$ cat src/rtl/pingpong_skew_feeder_if.sv
// Write-stream, control and skewed lane-output bundle for pingpong_skew_feeder.
// The master side drives the write beats and stream control, and the slave side is the feeder.
interface pingpong_skew_feeder_if #(
    parameter int LANES      = 8,
    parameter int DATA_WIDTH = 32
);
    logic                          wr_valid_i;
    logic [DATA_WIDTH-1:0]         wr_data_i;
    logic                          wr_ready_o;
    logic                          start_i;
    logic                          advance_i;
    logic [LANES*DATA_WIDTH-1:0]   data_o;
    logic [LANES-1:0]              valid_o;
    logic [LANES-1:0]              last_o;
    logic [1:0]                    bank_full_o;
    logic                          busy_o;
    logic                          done_o;

    modport master (
        output wr_valid_i, wr_data_i, start_i, advance_i,
        input  wr_ready_o, data_o, valid_o, last_o, bank_full_o, busy_o, done_o
    );

    modport slave (
        input  wr_valid_i, wr_data_i, start_i, advance_i,
        output wr_ready_o, data_o, valid_o, last_o, bank_full_o, busy_o, done_o
    );
endinterface

$ cat src/rtl/pingpong_skew_feeder.sv
// Double-buffered mesh-edge feeder: one bank loads lane-major while the other bank streams.
// The stream is diagonally skewed so that lane i lags lane 0 by i cycles.
module pingpong_skew_feeder #(
    parameter int LANES      = 8,
    parameter int DEPTH      = 8,
    parameter int DATA_WIDTH = 32,
    parameter int AUTO_START = 0
) (
    input  logic                    clk_i,
    input  logic                    rstn_i,
    input  logic                    flush_i,
    pingpong_skew_feeder_if.slave   bus
);
    localparam int STEPS = DEPTH + LANES - 1;
    localparam int TW    = (STEPS > 1) ? $clog2(STEPS) : 1;
    localparam int EW    = (DEPTH > 1) ? $clog2(DEPTH) : 1;
    localparam int LW    = (LANES > 1) ? $clog2(LANES) : 1;
    localparam int AW    = $clog2(2 * DEPTH);

    typedef enum logic {
        IDLE   = 1'b0,
        STREAM = 1'b1
    } state_t;

    state_t                      state_reg, state_next;
    logic [TW-1:0]               step_reg, step_next;
    logic                        rb_reg, rb_next;
    logic                        wb_reg;
    logic [LW-1:0]               wr_lane_reg;
    logic [EW-1:0]               wr_elem_reg;
    logic [1:0]                  bank_full_reg, bank_full_next;
    logic                        done_reg, done_next;
    logic                        wr_ready;
    logic                        wr_fire;
    logic                        wr_wrap;
    logic                        stream_end;
    logic [LANES-1:0]            valid_vec;
    logic [LANES-1:0]            last_vec;
    logic [LANES*DATA_WIDTH-1:0] data_flat;

    // ------------------------------------------------------------------
    // Write side
    // ------------------------------------------------------------------
    assign wr_ready = !bank_full_reg[wb_reg] && !flush_i;
    assign wr_fire  = bus.wr_valid_i && wr_ready;
    assign wr_wrap  = wr_fire
                   && (wr_lane_reg == LW'(LANES - 1))
                   && (wr_elem_reg == EW'(DEPTH - 1));

    always_ff @(posedge clk_i or negedge rstn_i) begin
        if (!rstn_i) begin
            wr_lane_reg <= '0;
            wr_elem_reg <= '0;
            wb_reg      <= 1'b0;
        end else if (flush_i) begin
            wr_lane_reg <= '0;
            wr_elem_reg <= '0;
            wb_reg      <= 1'b0;
        end else if (wr_fire) begin
            if (wr_elem_reg == EW'(DEPTH - 1)) begin
                wr_elem_reg <= '0;
                if (wr_lane_reg == LW'(LANES - 1)) begin
                    wr_lane_reg <= '0;
                    wb_reg      <= !wb_reg;
                end else begin
                    wr_lane_reg <= wr_lane_reg + LW'(1);
                end
            end else begin
                wr_elem_reg <= wr_elem_reg + EW'(1);
            end
        end
    end

    // ------------------------------------------------------------------
    // Read FSM
    // ------------------------------------------------------------------
    always_comb begin
        state_next = state_reg;
        step_next  = step_reg;
        rb_next    = rb_reg;
        stream_end = 1'b0;
        case (state_reg)
            IDLE: begin
                if (((AUTO_START != 0) || bus.start_i) && bank_full_reg[rb_reg]) begin
                    state_next = STREAM;
                    step_next  = '0;
                end
            end
            STREAM: begin
                if (bus.advance_i) begin
                    if (step_reg == TW'(STEPS - 1)) begin
                        stream_end = 1'b1;
                        rb_next    = !rb_reg;
                        step_next  = '0;
                        // Auto mode chains straight into the other bank when it is already loaded.
                        state_next = ((AUTO_START != 0) && bank_full_reg[!rb_reg]) ? STREAM : IDLE;
                    end else begin
                        step_next = step_reg + TW'(1);
                    end
                end
            end
            default: begin
                state_next = IDLE;
                step_next  = '0;
            end
        endcase
    end

    // The two flag updates always target different banks, so both may apply in one cycle.
    always_comb begin
        bank_full_next = bank_full_reg;
        if (wr_wrap) begin
            bank_full_next[wb_reg] = 1'b1;
        end
        if (stream_end) begin
            bank_full_next[rb_reg] = 1'b0;
        end
        done_next = stream_end;
    end

    always_ff @(posedge clk_i or negedge rstn_i) begin
        if (!rstn_i) begin
            state_reg     <= IDLE;
            step_reg      <= '0;
            rb_reg        <= 1'b0;
            bank_full_reg <= 2'b00;
            done_reg      <= 1'b0;
        end else if (flush_i) begin
            state_reg     <= IDLE;
            step_reg      <= '0;
            rb_reg        <= 1'b0;
            bank_full_reg <= 2'b00;
            done_reg      <= 1'b0;
        end else begin
            state_reg     <= state_next;
            step_reg      <= step_next;
            rb_reg        <= rb_next;
            bank_full_reg <= bank_full_next;
            done_reg      <= done_next;
        end
    end

    // ------------------------------------------------------------------
    // Per-lane storage (both banks) and skewed output registers
    // ------------------------------------------------------------------
    genvar gi;
    generate
        for (gi = 0; gi < LANES; gi++) begin : g_lane
            localparam logic [TW:0] LANE_IDX = (TW + 1)'(gi);

            logic [DATA_WIDTH-1:0] lane_mem [2*DEPTH];
            logic [TW:0]           elem_off;
            logic                  elem_hit;
            logic [AW-1:0]         rd_addr;
            logic [AW-1:0]         wr_addr;
            logic [DATA_WIDTH-1:0] data_reg;
            logic                  valid_reg;
            logic                  last_reg;

            // Element index k = t - lane, one bit wider than t so the range test cannot wrap.
            assign elem_off = {1'b0, step_reg} - LANE_IDX;
            assign elem_hit = ({1'b0, step_reg} >= LANE_IDX) && (elem_off < (TW + 1)'(DEPTH));
            assign rd_addr  = rb_reg ? (AW'(DEPTH) + AW'(elem_off)) : AW'(elem_off);
            assign wr_addr  = wb_reg ? (AW'(DEPTH) + AW'(wr_elem_reg)) : AW'(wr_elem_reg);

            always_ff @(posedge clk_i) begin
                if (wr_fire && (wr_lane_reg == LW'(gi))) begin
                    lane_mem[wr_addr] <= bus.wr_data_i;
                end
            end

            always_ff @(posedge clk_i or negedge rstn_i) begin
                if (!rstn_i) begin
                    data_reg  <= '0;
                    valid_reg <= 1'b0;
                    last_reg  <= 1'b0;
                end else if (flush_i) begin
                    data_reg  <= '0;
                    valid_reg <= 1'b0;
                    last_reg  <= 1'b0;
                end else if (bus.advance_i) begin
                    if ((state_reg == STREAM) && elem_hit) begin
                        data_reg  <= lane_mem[rd_addr];
                        valid_reg <= 1'b1;
                        last_reg  <= (elem_off == (TW + 1)'(DEPTH - 1));
                    end else begin
                        data_reg  <= '0;
                        valid_reg <= 1'b0;
                        last_reg  <= 1'b0;
                    end
                end
            end

            assign data_flat[gi*DATA_WIDTH +: DATA_WIDTH] = data_reg;
            assign valid_vec[gi] = valid_reg;
            assign last_vec[gi]  = last_reg;
        end
    endgenerate

    assign bus.wr_ready_o  = wr_ready;
    assign bus.data_o      = data_flat;
    assign bus.valid_o     = valid_vec;
    assign bus.last_o      = last_vec;
    assign bus.bank_full_o = bank_full_reg;
    assign bus.busy_o      = (state_reg == STREAM);
    assign bus.done_o      = done_reg;
endmodule

$ cat src/flat_wrapper.sv
// flat-port wrapper written by rule: the top's interface ports become plain ports
module pingpong_skew_feeder_flat 
#(
    parameter int LANES      = 8,
    parameter int DEPTH      = 8,
    parameter int DATA_WIDTH = 32,
    parameter int AUTO_START = 0
)
  (clk_i, rstn_i, flush_i, bus_wr_valid_i, bus_wr_data_i, bus_start_i, bus_advance_i, bus_wr_ready_o, bus_data_o, bus_valid_o, bus_last_o, bus_bank_full_o, bus_busy_o, bus_done_o);
  pingpong_skew_feeder_if #(.LANES(LANES), .DATA_WIDTH(DATA_WIDTH)) bus_i ();
  input  logic clk_i;
  input  logic rstn_i;
  input  logic flush_i;
  input wire logic [$bits(bus_i.wr_valid_i)-1:0] bus_wr_valid_i;
  input wire logic [$bits(bus_i.wr_data_i)-1:0] bus_wr_data_i;
  input wire logic [$bits(bus_i.start_i)-1:0] bus_start_i;
  input wire logic [$bits(bus_i.advance_i)-1:0] bus_advance_i;
  output wire logic [$bits(bus_i.wr_ready_o)-1:0] bus_wr_ready_o;
  output wire logic [$bits(bus_i.data_o)-1:0] bus_data_o;
  output wire logic [$bits(bus_i.valid_o)-1:0] bus_valid_o;
  output wire logic [$bits(bus_i.last_o)-1:0] bus_last_o;
  output wire logic [$bits(bus_i.bank_full_o)-1:0] bus_bank_full_o;
  output wire logic [$bits(bus_i.busy_o)-1:0] bus_busy_o;
  output wire logic [$bits(bus_i.done_o)-1:0] bus_done_o;
  assign bus_i.wr_valid_i = bus_wr_valid_i;
  assign bus_i.wr_data_i = bus_wr_data_i;
  assign bus_i.start_i = bus_start_i;
  assign bus_i.advance_i = bus_advance_i;
  assign bus_wr_ready_o = bus_i.wr_ready_o;
  assign bus_data_o = bus_i.data_o;
  assign bus_valid_o = bus_i.valid_o;
  assign bus_last_o = bus_i.last_o;
  assign bus_bank_full_o = bus_i.bank_full_o;
  assign bus_busy_o = bus_i.busy_o;
  assign bus_done_o = bus_i.done_o;
  pingpong_skew_feeder #(.LANES(LANES), .DEPTH(DEPTH), .DATA_WIDTH(DATA_WIDTH), .AUTO_START(AUTO_START)) u_core (.clk_i(clk_i), .rstn_i(rstn_i), .flush_i(flush_i), .bus(bus_i));
endmodule
$ cat config.mk
export PLATFORM = sky130hd
export DESIGN_NAME = pingpong_skew_feeder_flat
export DESIGN_NICKNAME = d
export VERILOG_FILES = /design/src/rtl/pingpong_skew_feeder_if.sv /design/src/rtl/pingpong_skew_feeder.sv /design/src/flat_wrapper.sv
export SDC_FILE = /design/constraint.sdc
export NUM_CORES = 2
export LEC_CHECK = 0
export BUFFER_PORTS_ARGS = -buffer_cell sky130_fd_sc_hd__buf_2
export CAP_MARGIN = 20
export CORE_MARGIN = 2
export CORE_UTILIZATION = 52
export CTS_BUF_LIST = sky130_fd_sc_hd__clkbuf_2 sky130_fd_sc_hd__clkbuf_4 sky130_fd_sc_hd__clkbuf_8
export DETAILED_ROUTE_END_ITERATION = 6
export PLACE_DENSITY = 0.73
export SLEW_MARGIN = 40
export SYNTH_ARGS = -nofsm -noshare
export SYNTH_HDL_FRONTEND = slang
export SYNTH_SLANG_ARGS = --single-unit
$ cat constraint.sdc
create_clock -name clk_i -period 7 [get_ports clk_i]
set_clock_uncertainty 0.2 [all_clocks]
set_input_delay 0 -clock clk_i [delete_from_list [all_inputs] [get_ports clk_i]]
set_output_delay 0 -clock clk_i [all_outputs]
set_load 0.02 [all_outputs]
==> key figures <==
Power
  • Maximum vdd drop: 0.2284 mV
  • LEAKAGE: 64.03 nW
  • Total power: 51.16 mW
  • Power per cell area: 263.3 nW/um2

Die
  • Die footprint: 324400 um2
  • Horiz. Die Dim: 569.5 um
  • Total I/O pin count: 315
  • Starting Density: 0.5229
  • Core ar.: 318100 um2
  • FP Rows: 207
  • Die Height: 569.5 um

Cells and area
  • Non-Filler Instances: 13350
  • Largest register FFs: 4096
  • Nets@finish: 8664
  • Commonest non-fill, non-tap cell in the layout: edfxtp_1
  • Fin area: 194300 um2
  • Final core utilization: 0.6109
  • Most frequent cells in the layout: edfxtp_1 (4096), mux4_2 (1024), clkbuf_8 (728)
  • Area grow syn2layout: 16.83%
  • Share of layout cells above drive strength 1: 0.3325

Placement
  • Hpwl dp: 255.6 mm
  • Placed instance area: 178500 um2
  • Post-Place Cells: 11980
  • # port buffers: 314
  • Place WS: 2575 ps
  • Placer Congestion: 0.8253

Global route
  • Vias in the first global route: 85530
  • Gr usage total: 0.2687
  • Pin count of the biggest net entering global routing: 138
  • First-pass GRT wire length: 622.2 mm
  • Global route total overflow: 0
  • Initial antenna violation count: 21

Clock network
  • Clock transition at path regs: 60 ps
  • Number of clock sinks: 4384
  • Clk_lat worst skew: 1210 ps
  • Clk buf depth: 4
  • TritonCTS clock tree: done
  • CTS buffer count: 674
  • H-Tree Depth: 6
  • Root buf cell: clkbuf_8
  • Post-CTS resize count: 0

Critical path
  • Max FO, Critical Path: 56
  • Critical path type: register to register
  • Most common cell on crit path: buf_4
  • Worst path max stage delay: 930 ps
  • Setup crit end kind: register
  • Slowest stage cell, crit path: dfrtp_4
  • Critical Path RT: 7800 ps
  • Crit path cell chain: inv_8, ha_4, xnor2_4, buf_4, buf_4, mux4_2, mux2i_1, o221ai_1
  • Critical Path AT: 5230 ps
  • Startpoint Class: register

Synthesis
  • Seq cells post-synth: 4384
  • YS warnings: 0
  • Top FF cell, synth: edfxtp_1
  • Post-synthesis cell area: 166300 um2
  • Synth Instances: 7565
  • Asr flop ratio synth: 0.06569
  • Sequential area share after synthesis: 0.7829
  • Cell variety after synth: 53
  • Mapped Nets: 7633
  • Top post-synthesis cells by area: edfxtp_1 (74%), mux4_2 (14%), dfrtp_1 (4.3%)
  • Post-synth top area cell: edfxtp_1
  • EDFF count, synth: 4096
  • Synth Area per Inst: 21.99 um2
  • Top cell type's share of synthesized area: 0.7395

Flow run
  • Maxcap violations: 0

Route
  • # DRC: 2
  • Router iterations before antenna repair: 7
  • Post-route ant nets: 0
  • Vias per cell: 6.400
  • DRT iter0 DRCs: 12040
  • Vias: 85460
  • Total routed wirelength: 438.3 mm
  • Per-cell routed wire length: 32.82 um

STA
  • Tmin final: 4433 ps
  • Finish-stage setup viols: 0
  • Final hold vios: 0
  • Fmax: 225.6 MHz
  • Setup TNS Final: 0 ps
  • Rel. slew slack: 0.3199
  • RSZ-0062 raised after global routing: no
  • Setup ws final: 2567 ps
  • Final Max Tran Viols: 0
  • Final period util: 0.6333
  • Worst-Margin Slew: 1020 ps
  • Hold WS: 133.7 ps

Run status
  • Outcome: complete, but fails checks
  • Violated checks: DRC

Min path
  • Hold WC Path Type: primary input to register
-- metal layers --
layer,up-vias,wire (um),global-route usage
met5,-,69,0
met4,12,18750,0.1067
met3,803,48730,0.06387
met2,5599,207300,0.4167
met1,45270,163400,0.3723
li1,33780,-,-
-- critical path, delay by kind of cell (launching register included) --
kind / cells / cell delay [ps]
AOI/OAI and AO/OA: 1 / 130
DFF: 1 / 930
buffers and inverters: 3 / 1270
muxes: 2 / 690
adders and majority gates: 1 / 390
xor gates and xnor gates: 1 / 510
-- layout make-up --
cell class	count	area [um2]
Clock inverter	259	1942
Clock buffer	983	11920
Timing Repair Buffer	796	9622
Inverter	18	77.57
Antenna cell	11	27.53
Fill cell	21120	123700
Tap cell	4180	5230
Multi-Input combinational cell	2722	35260
Sequential cell	4384	130200
-- cells by family (layout without fill, tap and decap cells) --
| family | after synthesis | count (layout) | share of synthesized area |
|---|---|---|---|
| AOI/OAI and AO/OA | 366 | 366 | 0.01819 |
| xor gates and xnor gates | 13 | 13 | 0.0007297 |
| adders and majority gates | 30 | 30 | 0.002257 |
| buffers and inverters | 459 | 2056 | 0.01292 |
| DFF | 4384 | 4384 | 0.7829 |
| muxes | 1347 | 1347 | 0.1582 |
| other | 0 | 11 | 0 |
| and+or+nand+nor | 966 | 966 | 0.02488 |
-- final timing paths --
kind | from | to | slack, ps | cells past startpoint
worst max-delay path | u_core.step_reg[0]$_DFFE_PN0P_ | u_core.g_lane[5].data_reg[14]$_DFFE_PN0P_ | 2570 | 8
worst min-delay path | bus_wr_data_i[2] | u_core.g_lane[0].lane_mem[12][2]$_DFFE_PP_ | 130 | 4
worst max register to register | u_core.step_reg[0]$_DFFE_PN0P_ | u_core.g_lane[5].data_reg[14]$_DFFE_PN0P_ | 2570 | 8
worst min register to register | u_core.g_lane[0].data_reg[6]$_DFFE_PN0P_ | u_core.g_lane[0].data_reg[6]$_DFFE_PN0P_ | 270 | 1
max in group asynchronous | rstn_i | u_core.g_lane[0].data_reg[12]$_DFFE_PN0P_ | 5100 | 7
min in group asynchronous | rstn_i | u_core.g_lane[5].data_reg[6]$_DFFE_PN0P_ | 280 | 5
-- synth_stat cells, types with 32 or more instances --
master    number
nand2_1      457
buf_2        169
nor3_1       131
o22ai_1       58
o221ai_1      32
a32o_1       102
buf_4         37
a211o_1       64
a21o_1        65
dfrtp_1      288
edfxtp_1    4096
clkbuf_1     206
nor2_1       144
nand3_1      208
mux2i_1      315
mux4_2      1024
-- power by group --
part           total, mW  internal [mW]  leakage [nW]  switching, mW
Combinational      0.835          0.149          15.8          0.686
Clock               21.7           11.6          7.38           10.1
Sequential          28.7           28.7          40.8        0.00394
Total               51.2           40.4          64.0           10.8
-- repair_timing --
action | in CTS | in global routing
buffers inserted | 0 | 0
hold buffers | 109 | 3
hold endpoints to repair | 4672 | 118
No activity file was read; power rests on OpenSTA's default activity.
